===== src/rtl/chacha_pkg.sv =====
// chacha_pkg
//   Shared definitions for the ChaCha keystream block: sigma constant words,
//   parameter legality checks, FSM state encoding and beat-count helper.
package chacha_pkg;

   // "expand 32-byte k" as four little-endian words
   localparam logic [31:0] SIGMA0 = 32'h6170_7865;
   localparam logic [31:0] SIGMA1 = 32'h3320_646e;
   localparam logic [31:0] SIGMA2 = 32'h7962_2d32;
   localparam logic [31:0] SIGMA3 = 32'h6b20_6574;

   typedef enum logic [1:0] {
      ST_IDLE  = 2'd0,
      ST_ROUND = 2'd1,
      ST_FINAL = 2'd2,
      ST_READY = 2'd3
   } state_e;

   function automatic bit rounds_legal(input int unsigned rounds);
      return (rounds == 8) || (rounds == 12) || (rounds == 20);
   endfunction

   function automatic bit bus_legal(input int unsigned bus_w);
      return (bus_w == 8) || (bus_w == 16) || (bus_w == 32);
   endfunction

   function automatic int unsigned beats_per_field(input int unsigned field_bits,
                                                   input int unsigned bus_w);
      return field_bits / bus_w;
   endfunction

endpackage


===== src/rtl/chacha_qr.sv =====
// chacha_qr
//   Combinational ChaCha quarter-round.
//   Ports: a_i..d_i - four 32-bit input words
//          a_o..d_o - four 32-bit output words
module chacha_qr (
   input  logic [31:0] a_i,
   input  logic [31:0] b_i,
   input  logic [31:0] c_i,
   input  logic [31:0] d_i,
   output logic [31:0] a_o,
   output logic [31:0] b_o,
   output logic [31:0] c_o,
   output logic [31:0] d_o
);

   function automatic logic [31:0] rotl(input logic [31:0] v, input int unsigned n);
      return (v << n) | (v >> (32 - n));
   endfunction

   logic [31:0] a1, b1, c1, d1;
   logic [31:0] a2, b2, c2, d2;

   always_comb begin
      a1  = a_i + b_i;
      d1  = rotl(d_i ^ a1, 16);
      c1  = c_i + d1;
      b1  = rotl(b_i ^ c1, 12);
      a2  = a1 + b1;
      d2  = rotl(d1 ^ a2, 8);
      c2  = c1 + d2;
      b2  = rotl(b1 ^ c2, 7);
      a_o = a2;
      b_o = b2;
      c_o = c2;
      d_o = d2;
   end

endmodule


===== src/rtl/chacha_stream.sv =====
// chacha_stream
//   Beat-serial ChaCha keystream generator (RFC 8439 state layout). Key,
//   nonce and counter are loaded little-endian over data_in; the final
//   counter beat starts a block. One quarter-round is evaluated per cycle.
//   Ports: clk, rst_n (async, active-low)
//          data_in            - write beat
//          wr_key/wr_nnc/wr_ctr - field write strobes (priority in that order)
//          rd_blk             - consume one keystream beat (READY only)
//          auto_inc           - on final-beat read, bump counter and recompute
//          data_out           - keystream beat at read pointer, 0 outside READY
//          blk_ready, busy    - block valid / computation in progress
module chacha_stream
   import chacha_pkg::*;
#(
   parameter int unsigned BUS_W       = 8,
   parameter int unsigned ROUNDS      = 20,
   parameter bit          AUTO_INC_EN = 1'b1
) (
   input  logic             clk,
   input  logic             rst_n,
   input  logic [BUS_W-1:0] data_in,
   input  logic             wr_key,
   input  logic             wr_nnc,
   input  logic             wr_ctr,
   input  logic             rd_blk,
   input  logic             auto_inc,
   output logic [BUS_W-1:0] data_out,
   output logic             blk_ready,
   output logic             busy
);

   if (!rounds_legal(ROUNDS) || !bus_legal(BUS_W)) begin : g_param_check
      $error("chacha_stream: illegal BUS_W or ROUNDS");
   end

   localparam int unsigned KEY_BEATS = beats_per_field(256, BUS_W);
   localparam int unsigned NNC_BEATS = beats_per_field(96, BUS_W);
   localparam int unsigned CTR_BEATS = beats_per_field(32, BUS_W);
   localparam int unsigned BLK_BEATS = beats_per_field(512, BUS_W);
   localparam int unsigned KP_W = (KEY_BEATS > 1) ? $clog2(KEY_BEATS) : 1;
   localparam int unsigned NP_W = (NNC_BEATS > 1) ? $clog2(NNC_BEATS) : 1;
   localparam int unsigned CP_W = (CTR_BEATS > 1) ? $clog2(CTR_BEATS) : 1;
   localparam int unsigned RP_W = (BLK_BEATS > 1) ? $clog2(BLK_BEATS) : 1;
   localparam int unsigned QR_CYCLES = ROUNDS * 4;
   localparam int unsigned RC_W = $clog2(QR_CYCLES);

   localparam logic [KP_W-1:0] KP_LAST  = KP_W'(KEY_BEATS - 1);
   localparam logic [NP_W-1:0] NP_LAST  = NP_W'(NNC_BEATS - 1);
   localparam logic [CP_W-1:0] CP_LAST  = CP_W'(CTR_BEATS - 1);
   localparam logic [RP_W-1:0] RP_LAST  = RP_W'(BLK_BEATS - 1);
   localparam logic [RC_W-1:0] RC_LAST  = RC_W'(QR_CYCLES - 1);

   state_e            state_q, state_d;
   logic [255:0]      key_q, key_d;
   logic [95:0]       nnc_q, nnc_d;
   logic [31:0]       ctr_q, ctr_d;
   logic [KP_W-1:0]   kptr_q, kptr_d;
   logic [NP_W-1:0]   nptr_q, nptr_d;
   logic [CP_W-1:0]   cptr_q, cptr_d;
   logic [RP_W-1:0]   rptr_q, rptr_d;
   logic [RC_W-1:0]   rc_q;
   logic              load_q;
   logic [15:0][31:0] in_q, w_q, init_st;
   logic [511:0]      blk_flat;

   logic              wr_acc, start, rd_last;
   logic              diag;
   logic [1:0]        q_sel, sel_b, sel_c, sel_d;
   logic [3:0]        ia, ib, ic, id;
   logic [31:0]       qa_o, qb_o, qc_o, qd_o;

   // Strobe decode, field writes and read pointer
   always_comb begin
      key_d   = key_q;
      nnc_d   = nnc_q;
      ctr_d   = ctr_q;
      kptr_d  = kptr_q;
      nptr_d  = nptr_q;
      cptr_d  = cptr_q;
      rptr_d  = rptr_q;
      wr_acc  = wr_key | wr_nnc | wr_ctr;
      start   = 1'b0;
      rd_last = 1'b0;
      if (wr_key) begin
         key_d[kptr_q*BUS_W +: BUS_W] = data_in;
         kptr_d = (kptr_q == KP_LAST) ? '0 : kptr_q + KP_W'(1);
      end else if (wr_nnc) begin
         nnc_d[nptr_q*BUS_W +: BUS_W] = data_in;
         nptr_d = (nptr_q == NP_LAST) ? '0 : nptr_q + NP_W'(1);
      end else if (wr_ctr) begin
         ctr_d[cptr_q*BUS_W +: BUS_W] = data_in;
         if (cptr_q == CP_LAST) begin
            cptr_d = '0;
            start  = 1'b1;
         end else begin
            cptr_d = cptr_q + CP_W'(1);
         end
      end else if (rd_blk && (state_q == ST_READY)) begin
         if (rptr_q == RP_LAST) begin
            rptr_d  = '0;
            rd_last = 1'b1;
            if (AUTO_INC_EN && auto_inc) begin
               ctr_d = ctr_q + 32'd1;
               start = 1'b1;
            end
         end else begin
            rptr_d = rptr_q + RP_W'(1);
         end
      end
      if (wr_acc) begin
         rptr_d = '0;
      end
   end

   // Next state
   always_comb begin
      state_d = state_q;
      if (wr_acc) begin
         state_d = start ? ST_ROUND : ST_IDLE;
      end else begin
         case (state_q)
            ST_IDLE:  state_d = ST_IDLE;
            ST_ROUND: if (!load_q && (rc_q == RC_LAST)) state_d = ST_FINAL;
            ST_FINAL: state_d = ST_READY;
            ST_READY: if (rd_last) state_d = start ? ST_ROUND : ST_IDLE;
            default:  state_d = ST_IDLE;
         endcase
      end
   end

   // Input state is built from the next-cycle field values so a counter
   // bumped by auto-increment is used in the block it starts.
   assign init_st  = {nnc_d, ctr_d, key_d, SIGMA3, SIGMA2, SIGMA1, SIGMA0};
   assign blk_flat = w_q;

   // rc_q[2] selects column vs diagonal pass, rc_q[1:0] the quarter-round
   always_comb begin
      diag  = rc_q[2];
      q_sel = rc_q[1:0];
      sel_b = q_sel + {1'b0, diag};
      sel_c = q_sel + {diag, 1'b0};
      sel_d = q_sel + {diag, diag};
      ia    = {2'b00, q_sel};
      ib    = {2'b01, sel_b};
      ic    = {2'b10, sel_c};
      id    = {2'b11, sel_d};
   end

   chacha_qr u_qr (
      .a_i (w_q[ia]),
      .b_i (w_q[ib]),
      .c_i (w_q[ic]),
      .d_i (w_q[id]),
      .a_o (qa_o),
      .b_o (qb_o),
      .c_o (qc_o),
      .d_o (qd_o)
   );

   always_ff @(posedge clk or negedge rst_n) begin
      if (!rst_n) begin
         state_q <= ST_IDLE;
      end else begin
         state_q <= state_d;
      end
   end

   // Start snapshots the input state; the first ROUND cycle copies it into
   // the working state, then ROUNDS*4 quarter-rounds follow.
   always_ff @(posedge clk or negedge rst_n) begin
      if (!rst_n) begin
         key_q  <= '0;
         nnc_q  <= '0;
         ctr_q  <= '0;
         kptr_q <= '0;
         nptr_q <= '0;
         cptr_q <= '0;
         rptr_q <= '0;
         rc_q   <= '0;
         load_q <= 1'b0;
         in_q   <= '0;
         w_q    <= '0;
      end else begin
         key_q  <= key_d;
         nnc_q  <= nnc_d;
         ctr_q  <= ctr_d;
         kptr_q <= kptr_d;
         nptr_q <= nptr_d;
         cptr_q <= cptr_d;
         rptr_q <= rptr_d;
         if (start) begin
            in_q   <= init_st;
            load_q <= 1'b1;
            rc_q   <= '0;
         end else if (wr_acc) begin
            load_q <= 1'b0;
            rc_q   <= '0;
         end else if (state_q == ST_ROUND) begin
            if (load_q) begin
               w_q    <= in_q;
               load_q <= 1'b0;
            end else begin
               w_q[ia] <= qa_o;
               w_q[ib] <= qb_o;
               w_q[ic] <= qc_o;
               w_q[id] <= qd_o;
               rc_q    <= (rc_q == RC_LAST) ? '0 : rc_q + RC_W'(1);
            end
         end else if (state_q == ST_FINAL) begin
            for (int unsigned i = 0; i < 16; i++) begin
               w_q[i] <= w_q[i] + in_q[i];
            end
         end
      end
   end

   assign blk_ready = (state_q == ST_READY);
   assign busy      = (state_q == ST_ROUND) || (state_q == ST_FINAL);

   always_comb begin
      data_out = '0;
      if (state_q == ST_READY) begin
         data_out = blk_flat[rptr_q*BUS_W +: BUS_W];
      end
   end

endmodule


===== config.mk =====
export PLATFORM = sky130hd
export DESIGN_NAME = chacha_stream
export DESIGN_NICKNAME = d
export VERILOG_FILES = /design/src/rtl/chacha_pkg.sv /design/src/rtl/chacha_qr.sv /design/src/rtl/chacha_stream.sv
export SDC_FILE = /design/constraint.sdc
export NUM_CORES = 2
export LEC_CHECK = 0
export CAP_MARGIN = 20
export CORE_ASPECT_RATIO = 1.4
export CORE_MARGIN = 2
export CORE_UTILIZATION = 60
export DETAILED_ROUTE_END_ITERATION = 10
export GPL_TIMING_DRIVEN = 0
export PLACE_DENSITY_LB_ADDON = 0.15
export SLEW_MARGIN = 20
export SYNTH_ARGS = -nofsm -noshare
export SYNTH_HDL_FRONTEND = slang
export SYNTH_SLANG_ARGS = --single-unit

===== constraint.sdc =====
create_clock -name clk -period 19.8 [get_ports clk]
set_input_delay 2.97 -clock clk [delete_from_list [all_inputs] [get_ports clk]]
set_output_delay 2.97 -clock clk [all_outputs]
set_load 0.05 [all_outputs]

==> results of run 1 <==
repair_timing:
item	4_1_cts
gates resized for setup	18
setup endpoints to repair	192
setup buffers	0
synthesized netlist by cell type (81+ instances only):
cell type and number:
a21o_1 133, xor2_1 252, nor2b_1 104, nor3_1 196, mux2_2 392, o22ai_1 81, clkbuf_1 464, o21ai_0 827
and3_1 82, nand2_1 1535, a221oi_1 192, dfrtp_1 1308, o31ai_1 89, xnor2_1 344, mux4_2 287, inv_1 258
a221o_1 84, nand3_1 136, nor2_1 810, ha_1 568, a21oi_1 593, a31oi_1 82
per-stage QoR:
stage          utilization (%)  hold slack, ns  setup WS [ns]
2_1_floorplan                -           0.440           3.67
3_3_place_gp              62.2           0.453         -42.84
3_5_place_dp              63.8           0.466          -2.89
4_1_cts                   67.0           0.487         0.0484
metal layers:
| layer | GRT usage [%] | GRT overflow |
|---|---|---|
| met1 | 74.8 | 1 |
| met2 | 89.6 | 44 |
| met3 | 57.7 | 2 |
| met4 | 73.5 | 37 |
| met5 | 26.6 | 0 |
kinds of logic after synthesis:
family                     after synthesis  synth area share, %
and+or+nand+nor                       3183                 15.0
AOI/OAI and AO/OA                     2713                 19.1
DFF                                   1308                 35.7
buffers and inverters                  789                 3.26
muxes                                  749                 12.6
xor gates and xnor gates               618                 6.18
adders and majority gates              591                 8.18
==> metrics, run 1 <==
Tot GR Track Use between 70 and 80%; ys async rst share 100%; H-Tree Level Count 4; top post-synthesis cells by area dfrtp_1, ha_1, mux4_2; vias in the first global route between 90,000 and 100k; Yosys cell types 99; flops & latches, synth ~1,300; Die Width 335 um; port bufs 22; initial core utilization 60.5%; DP Cell Count 12,000; Net Count, Synth 10,600; dpl hpwl approximately 400,000 um; root buffer cell clkbuf_16; cells after synthesis about 10,000; largest net degree at the start of global routing about 160; Synth area leader dfrtp_1; Mapped Avg Cell Area 9.23 um^2; post-synth top area share ~36%; main flop type after synthesis dfrtp_1; grt ovf between 80 and 90; die span in y between 400 and 500 um; Num CTS Buffers ~140; cts hold-fix bufs 0; IO Pins 25; routability cong. roughly 1.2; Site Rows approximately 170; TritonCTS sink count approximately 1,300; outcome stopped before the end; cell area after synthesis approximately 0.09 mm^2; post-synthesis sequential area ratio 35.7%; Clock Path Buffers 3; synth warn 0; failing step global routing (5_1_grt); placed cell area just under 0.1 mm^2; Post-synth EDFFs 0; first-pass GRT wire length ~800,000 um; Err [ERROR GRT-0116] Global routing finished with congestion. Check the congestion regions in the DRC Viewer.
==> run 2, diff against run 1 <==
--- a/config.mk
+++ b/config.mk
@@ -6,9 +6,8 @@
 export NUM_CORES = 2
 export LEC_CHECK = 0
 export CAP_MARGIN = 20
-export CORE_ASPECT_RATIO = 1.4
 export CORE_MARGIN = 2
-export CORE_UTILIZATION = 60
+export CORE_UTILIZATION = 40
 export DETAILED_ROUTE_END_ITERATION = 10
 export GPL_TIMING_DRIVEN = 0
 export PLACE_DENSITY_LB_ADDON = 0.15
==> metrics, run 2 <==
vias in the first global route 83,900; outcome completed; core box area roughly 0.23 mm^2; Slew Viols, Final 0; most frequent cells in the layout nand2_1, dfrtp_1, o21ai_0, nor2_1, a21oi_1; Fill cells around 22,000; DRC 0; top post-synthesis cells by area dfrtp_1, ha_1, mux4_2; count leader, synth nand2_1; Routed WL 551,000 um; Synth area leader dfrtp_1; grt ovf 0; Vias per Instance 6.76; top sig layer met5; Die ar. roughly 0.23 mm^2; Min-Delay Path Class register to register; CTS tree done; post-synthesis sequential area ratio 35.7%; CTS clk-pin slew, worst paths 0.06 ns; first-pass GRT wire length between 700,000 and 800,000 um; M1 WL 216,000 um; DRT iter0 DRCs 13,400; layout cells sized above 1 about 14%; Net Count, Synth roughly 11,000; max reg flops 512; Achievable Freq ~52 MHz; most frequent CP cell a21oi_1; Max-slew headroom about 7.4%; worst slew pin tran approximately 1.4 ns; wire per inst between 40 and 50 um; Layout Cells excl Fill around 13,000; metal2 WL approximately 210,000 um; Crit. End Element register; cts hold-fix bufs 0; port bufs 22; Post-synth EDFFs 0; MaxCap Viol Count 0; cells after synthesis about 10,000; largest net degree at the start of global routing about 140; hold wc startpoint nnc_q[69]; final layout net count about 11,000; cell area after synthesis around 0.092 mm^2; TritonRoute pass-1 iters 9; register area about 0.033 mm^2; Num CTS Buffers 161; Tot GR Track Use between 40% and 50%; Die Width between 400 and 500 um; main flop type after synthesis dfrtp_1; Final Hold Fails 0; initial core utilization 40.3%; IO Pins 25; Worst Skew about 0.087 ns; largest fanout on the critical path 10; Clk Latency, worst-skew pair approximately 0.88 ns; Tmin final 19.35 ns; root buffer cell clkbuf_16; synth cell count leaders nand2_1, dfrtp_1, o21ai_0; TritonCTS sink count roughly 1,300; dpl hpwl approximately 450,000 um; Yosys cell types between 90 and 100; r2r startpoint rc_q[0]; Final period util approximately 98%; initial antenna violation count 80; flops & latches, synth about 1,300; ys async rst share 100%; Setup violations, final 0; area grow syn2layout 15.4%; Crit-path slowest cell xor2_1; routability cong. 1.11; Worst Setup Start Kind register; Site Rows around 180; CP Data Required Time between 20 and 25 ns; most common cell after layout, fill and taps aside nand2_1; antenna viol nets, final 0; Worst Setup SP rc_q[0]; Mapped Avg Cell Area between 9 and 10 um^2; H-Tree Level Count 4; Clock Path Buffers 3; die span in y ~480 um; Routed met3 length roughly 73,000 um; DP Cell Count ~13,000; synth warn 0; largest stage delay on the critical path about 0.90 ns; post-synth top area share 35.7%; WP data arrival about 20 ns; CP Class register to register; via count 91,000; area taken by multi-input logic gates between 0.05 and 0.06 mm^2
[run 2: cell counts after synthesis]
Identical to the previous run, type by type.
[run 2: critical path: cells and delay by family, from the launching register on]
kind / cells / cell delay [ns]
xor+xnor: 8 / 3.52
fa+ha+maj: 9 / 3.63
simple gates: 10 / 1.61
mux: 2 / 0.67
compound gates: 34 / 8.05
flops: 1 / 0.68
buf+inv: 4 / 1.03
[run 2: repair_timing]
| item | 4_1_cts | 5_1_grt |
|---|---|---|
| setup buffers | 4 | 2 |
| gates resized for setup | 30 | 23 |
| endpoints found under the setup margin | 204 | 145 |
| pin swaps | 3 | 2 |
[run 2: kinds of logic after synthesis]
kind of cell / after synthesis / synth area share, %
DFF: 1308 / 35.7
AOI/OAI and AO/OA: 2713 / 19.1
and+or+nand+nor: 3183 / 15.0
buffers and inverters: 789 / 3.26
muxes: 749 / 12.6
adders and majority gates: 591 / 8.18
xor gates and xnor gates: 618 / 6.18
[run 2: cell type report]
cell class | count | share of cell area (%)
diodes | 34 | 0.0803
plain buffers | 526 | 2.09
clock buffers | 230 | 4.45
clock inverters | 62 | 0.966
inverters | 260 | 0.922
multi-input cells | 7854 | 54.0
flip-flops and latches | 1308 | 30.9
well taps | 3009 | 3.56
repair buffers | 182 | 3.01
[run 2: metrics by stage]
| step | setup TNS (ns) | setup slack [ns] | utilization [%] | area, um^2 | hold slack, ns |
|---|---|---|---|---|---|
| floorplan | 0 | 3.67 | - | 91800 | 0.440 |
| global placement | - | -47.49 | 42.1 | 95800 | 0.457 |
| detailed placement | -322.37 | -3.34 | 43.8 | 99700 | 0.463 |
| CTS | 0 | 0.00483 | 46.4 | 106000 | 0.477 |
| global route | -0.0557 | -0.0488 | 46.5 | 106000 | 0.501 |
| finish | 0 | 0.450 | 46.5 | 106000 | 0.480 |
[run 2: routing by layer]
| layer | global-route usage (%) | up-vias |
|---|---|---|
| li1 | - | 37100 |
| met1 | 60.6 | 46300 |
| met2 | 62.2 | 6171 |
| met3 | 17.0 | 1444 |
| met4 | 31.7 | 36 |
| met5 | 0 | - |
[run 2: final timing paths]
path | endpoint | slack [ns] | cells past startpoint
setup / recovery | blk_flat[220] | 0.45 | 67
hold / removal | nnc_q[69] | 0.48 | 2
setup reg to reg | blk_flat[220] | 0.45 | 67
hold reg to reg | nnc_q[69] | 0.48 | 2
max in group asynchronous | in_q[433] | 14.17 | 7
min in group asynchronous | blk_flat[203] | 2.03 | 1
Power of run 2 is not shown: default switching activity piles up to over one toggle a cycle in this logic, so the estimate is an artifact.
